File: src/rtl/turn_sequencer.sv
// N-player round-robin turn controller: commits one move per turn, counts moves and halts on game over.
// Optional idle-player skip is built only when TURN_TIMEOUT_EN is defined; otherwise timeout is tied low.
module turn_sequencer #(
  parameter int NUM_PLAYERS    = 2,
  parameter int TIMEOUT_CYCLES = 1000,
  parameter int CNT_W          = 6
) (
  input  logic                           clk,
  input  logic                           reset,
  input  logic                           enter,
  input  logic                           move_legal,
  input  logic                           game_over,
  input  logic                           new_game,
  output logic [$clog2(NUM_PLAYERS)-1:0] player_id,
  output logic [NUM_PLAYERS-1:0]         leds,
  output logic                           move_commit,
  output logic                           move_illegal,
  output logic                           timeout,
  output logic [CNT_W-1:0]               turn_count
);

  localparam int PW = $clog2(NUM_PLAYERS);

  if (NUM_PLAYERS < 2 || NUM_PLAYERS > 8 || TIMEOUT_CYCLES < 2) begin : g_bad_param
    $error("turn_sequencer: NUM_PLAYERS must be 2..8 and TIMEOUT_CYCLES at least 2");
  end

  typedef enum logic [1:0] {
    TURN   = 2'd0,
    COMMIT = 2'd1,
    HALT   = 2'd2
  } state_t;

  state_t            state, state_nx;
  logic              enter_q;
  logic              press;
  logic              timer_done;
  logic [PW-1:0]     pid_inc, pid_nx;
  logic [CNT_W-1:0]  cnt_sat, cnt_nx;
  logic              illegal_nx, timeout_nx;

  assign press   = enter & ~enter_q;
  assign pid_inc = (player_id == PW'(NUM_PLAYERS - 1)) ? '0 : player_id + 1'b1;
  assign cnt_sat = (&turn_count) ? turn_count : turn_count + 1'b1;

  // NOTE: every signal gets a default before the case so no path leaves one unassigned (no latches).
  always_comb begin
    state_nx   = state;
    pid_nx     = player_id;
    cnt_nx     = turn_count;
    illegal_nx = 1'b0;
    timeout_nx = 1'b0;
    case (state)
      TURN: begin
        if (game_over) begin
          state_nx = HALT;
        end else if (press && move_legal) begin
          state_nx = COMMIT;
        end else if (press) begin
          illegal_nx = 1'b1;
        end else if (timer_done) begin
          timeout_nx = 1'b1;
          pid_nx     = pid_inc;
        end
      end
      COMMIT: begin
        pid_nx   = pid_inc;
        cnt_nx   = cnt_sat;
        state_nx = game_over ? HALT : TURN;
      end
      HALT: begin
        if (new_game) begin
          state_nx = TURN;
          pid_nx   = '0;
          cnt_nx   = '0;
        end
      end
      default: state_nx = TURN;
    endcase
  end

  // NOTE: sequential state uses non-blocking assignments; the async reset clears every register immediately.
  always_ff @(posedge clk or negedge reset) begin
    if (!reset) begin
      state        <= TURN;
      player_id    <= '0;
      turn_count   <= '0;
      enter_q      <= 1'b0;
      move_illegal <= 1'b0;
      timeout      <= 1'b0;
    end else begin
      state        <= state_nx;
      player_id    <= pid_nx;
      turn_count   <= cnt_nx;
      enter_q      <= enter;
      move_illegal <= illegal_nx;
      timeout      <= timeout_nx;
    end
  end

`ifdef TURN_TIMEOUT_EN
  localparam int TW = $clog2(TIMEOUT_CYCLES);
  logic [TW-1:0] timer;

  assign timer_done = (timer == TW'(TIMEOUT_CYCLES - 1));

  // Idle timer runs only in TURN with no press; a rejected press leaves it where it was.
  always_ff @(posedge clk or negedge reset) begin
    if (!reset) begin
      timer <= '0;
    end else if (state == TURN) begin
      if (!game_over && !press) begin
        timer <= timer_done ? '0 : timer + 1'b1;
      end
    end else if (state == COMMIT || new_game) begin
      timer <= '0;
    end
  end
`else
  assign timer_done = 1'b0;
`endif

  assign move_commit = (state == COMMIT);
  assign leds = (state == HALT) ? '1
                                : ({{(NUM_PLAYERS-1){1'b0}}, 1'b1} << player_id);

endmodule
File: config.mk
export PLATFORM = sky130hd
export DESIGN_NAME = turn_sequencer
export DESIGN_NICKNAME = d
export VERILOG_FILES = /design/src/rtl/turn_sequencer.sv
export SDC_FILE = /design/constraint.sdc
export NUM_CORES = 1
export LEC_CHECK = 0
export ABC_CLOCK_PERIOD_IN_PS = 1750
export CAP_MARGIN = 20
export CORE_MARGIN = 2
export CORE_UTILIZATION = 38
export DETAILED_ROUTE_END_ITERATION = 12
export GPL_ROUTABILITY_DRIVEN = 1
export PLACE_DENSITY = 0.67
export SYNTH_ARGS = -nofsm -noshare
export SYNTH_HDL_FRONTEND = slang
export SYNTH_SLANG_ARGS = --single-unit
export TNS_END_PERCENT = 30
File: constraint.sdc
create_clock -name clk -period 1.75 [get_ports clk]
set_input_delay 0.175 -clock clk [delete_from_list [all_inputs] [get_ports clk]]
set_output_delay 0.175 -clock clk [all_outputs]
set_load 0.01 [all_outputs]
# == After elaboration in Yosys (flattened, before gate mapping) ==
# Cells that the tools add are included.
# classes
n_addsub,2
div,0
n_bitwise,2
mux,16
n_reduce_logical,7
mul,0
shifts,1
n_eq_ne,5
n_lt_le_gt_ge,0
# ops
cell,count
2-to-1 mux 6 bit,2
case mux 6 bit (2 select lines),1
2-to-1 mux 2 bit,5
adder 6 x 1 -> 6 bit (second input constant),1
2-to-1 mux 1 bit,6
case mux 2 bit (3 select lines),1
AND reduction 6 bit,1
!= test 2 bit (second input constant),2
AND reduction 2 bit,2
!= test 3 bit (second input constant),1
AND reduction 3 bit,1
equality test 2 x 1 -> 1 bit (second input constant),1
equality test 2 bit (second input constant),1
zero test 2 bit,1
case mux 1 bit (2 select lines),1
nonzero test 2 bit,1
left shift 1 x 1 -> 2 bit (first input constant),1
adder 1 bit (second input constant),1
AND 1 bit,1
logical AND 1 bit,1
NOT 1 bit,1
# totals
n_memories,0
latchBits,0
ramBits,0
input_bits,6
mem_bits_ro,0
word_cells,38
output_inout_bits,12
register_bits,11

# == Depth between registers and ports, before layout ==
# logic_depth
depth_word,6
mapped_depth,4
depth_no_buf,4

# == Worst setup path before layout ==
# Ideal clock, no wire load.
# synth_path
path_type,reg2reg
startpoint,reg turn_count[1]
endpoint,reg turn_count[1]
path_stages_with_launch,5
setup_ns,0.094
t_required_ns,1.656
t_arrival_ns,1.303
synth_period_minus_slack_ns,1.397
path_buffers,0
path_slack_ns,0.353
cell_sequence,dfrtp_1 -> ha_1 -> and3_4 -> a31oi_4 -> a221oi_2
# synth_between
elab_chain_len,3
word_cells_on_any_way,6
classes_between,add/sub (1); eq/ne (1); mux (2); reduce/logical (2)
# synth_rtl
item,line_no,rtl
start: declaration,19,output logic [CNT_W-1:0] turn_count
start signal: assignment,94,turn_count <= cnt_nx;
adder 6 x 1 -> 6 bit or AND reduction 6 bit (tied branches),44,assign cnt_sat = (&turn_count) ? turn_count : turn_count + 1'b1;
2-to-1 mux 6 bit or != test 2 bit (tied branches),n/a,
case mux 6 bit (2 select lines) or AND reduction 3 bit (tied branches),n/a,
# Several ways; a longest one is shown, not always the timed one. The select of a mux whose other input is x is not followed.
# A chain may end at the register's enable or synchronous reset.

# == Final worst setup path ==
# layout_path
startpoint,reg state[0]
endpoint,out leds[0]
# layout_between
elab_chain_len,2
# layout_rtl
item,line_no,rtl
start: declaration,34,"state_t state, state_nx;"
start signal: assignment,92,state <= state_nx;
equality test 2 bit,124,assign leds = (state == HALT) ? '1
2-to-1 mux 2 bit,124,
end: declaration,15,"output logic [NUM_PLAYERS-1:0] leds,"
# Every way passes these cells.

==> qor.csv <==
metric,value,unit
status,"finished, final reports clean",
row cnt,14,
FF-to-FF setup slack,0.27,ns
gpl congestion,0.7939,
DRT iter0 DRCs,13,
Vias/cell,5.600,
worst setup path category,flop to output port,
Core Footprint,1489,sq um
final slew viol count,0,
DRT Pass-1 Iters,4,
Clock Path Buffers,2,
Yosys warning total,0,
Hold WS,0.2270,ns
# placed instances,90,
#FFs+latches synth,11,
vias in the first global route,475,
Synth Area per Inst,9.846,sq um
"commonest non-fill, non-tap cell in the layout",clkdlybuf4s50_1,
Worst R2R End,turn_count[2],
"Hold Violations, Final",0,
finished layout cell area,804.5,sq um
critical path data arrival time,1.51,ns
first-pass GRT wire length,2.159,mm
share of cells above drive strength 1,17.72,%
Final setup viols,0,
Residual DRC,0,
Synth Flop Type,dfrtp_1,
hpwl dp,882,microns
CTS tree,built,
Post-synth EDFFs,0,
Final Cycle Share,96.18,%
nets,87,
max cap viols,0,
"FFs w/ async S/R, synth",100.0,%
Crit path required time,1.57,ns
Synth Cell Area,600.6,sq um
DIE HEIGHT,43.76,microns
R2R cell count,4,
antenna cells,0,
"Net Count, Synth",68,
leak pwr,0.3305,nW
"Seq/Total Area, Yosys",45.83,%
fin cells,95,
type of the most critical hold path,input port to asynchronous set/reset pin,
hold_buf cts,0,
Peak VDD IR,437.9,uV
Worst-Skew Late Latency,0.27,ns
most frequent cells in the layout,"15 x clkdlybuf4s50_1, 9 x dfrtp_1, 7 x a21oi_1",
Synth-to-Final Area Change,33.96,%
"CTS clk-pin slew, worst paths",0.07,ns
total CTS buffers,3,
RSZ-0062 raised after global routing,false,
Yosys top cell by area,dfrtp_1,
min cycle time layout,1.683,ns
CTS Sinks,11,
power density over the cells,696.3,nW/um^2
Netlist cell types,28,
Routed WL,1.250,mm
Initial Util,40.34,%
final core occ,54.03,%
htree depth,1,
initial antenna violation count,0,
cells after synthesis,61,
gr ovfl total,0,
Max Fclk,594.1,MHz
total track usage,15.33,%
top cell type's share of synthesized area,45.83,%
Critical Path Source Type,flop,
Setup TNS,0,ns
Root Driver,clkbuf_4,
routed length per instance,13.16,microns
r2r startpoint,turn_count[1],
IO Count,18,
Die Wd,43.76,microns
I/O Buffers,16,
routed via count,532,
die footprint,1915,sq um
worst-path fanout max,7,
DRT antenna net count,0,
placed cell areas,763.2,sq um
Synth area leaders,"dfrtp_1 46%, a21oi_1 5.8%, nand2b_1 4.2%",
largest net degree at the start of global routing,12,
Critical Path End Type,output port,
Clock Skew,0.001305,ns
## metal layers
metal	vias to the layer above	GRT usage [%]	part of all wire, %
met5	-	0	0
met4	0	9.091	1.9
met3	4	2.500	4.9
met2	18	21.76	46
met1	248	21.78	47
li1	262	-	-
## critical path: stages (launching register included)
cell and delay (ns):
dfrtp_2 0.45, nand2b_1 0.19, nand2_1 0.07, clkdlybuf4s50_1 0.53
## cell type report
class,count,area [sq um]
fillers,134,684.4
multi-input cells,43,295.3
flip-flops and latches,11,277.8
repair buffers,17,170.2
clock buffers,4,26.28
well taps,16,20.02
inverters,4,15.01
## timing repair
action	in CTS	in global routing
resized for setup	0	4
setup endpoints to repair	1	3
buffers inserted	0	1
pin swaps	0	0
## metrics by stage
| step | setup slack [ns] | total power [mW] |
|---|---|---|
| final | 0.06687 | 0.5602 |
| after global routing | 0.01418 | 0.5864 |
| after CTS | -0.002583 | 0.5634 |
| after detailed placement | 0.2880 | 0.3856 |
| after global placement | 0.2970 | 0.3850 |
| after floorplan | 0.3528 | 0.3361 |
## cell usage after synthesis, types with 2 or more instances
cell type	instances
a21oi_1	7
a41oi_1	2
buf_2	2
dfrtp_1	11
inv_1	2
inv_2	2
nand2_1	6
nand2b_1	4
nor2_1	3
nor3_1	3
nor4_1	2
## power by group
| group | internal (mW) | switching [mW] | total [mW] | leakage (nW) |
|---|---|---|---|---|
| Combinational | 0.0503 | 0.0501 | 0.100 | 0.170 |
| Sequential | 0.266 | 0.0153 | 0.281 | 0.146 |
| Clock | 0.0882 | 0.0903 | 0.179 | 0.0150 |
## registers in the layout (all words and copies together), names as in the netlist
name and flops:
turn_count 6, state 2, enter_q 1, move_illegal 1, player_id 1
## kinds of logic after synthesis
kind of cell             after synthesis  synth area share [%]
AO/OA/AOI/OAI                         19                 26.87
flip-flops                            11                 45.83
buffers and inverters                  7                 5.418
AND/OR/NAND/NOR                       22                 19.16
adder cells (fa/ha/maj)                1                 2.083
other                                  1                0.6244
## how the worst max path moves through the flow
| stage | start | to | slack [ns] | cells after the start |
|---|---|---|---|---|
| floorplan | turn_count[1] | turn_count[1] | 0.35 | 4 |
| global placement | state[1] | move_commit | 0.30 | 3 |
| detailed placement | turn_count[1] | turn_count[1] | 0.29 | 4 |
| CTS | state[1] | move_commit | -0.003 | 3 |
| global route | state[0] | leds[0] | 0.01 | 3 |
| finish | state[0] | leds[0] | 0.07 | 3 |
Note: power is estimated with default switching activity, not from simulation.
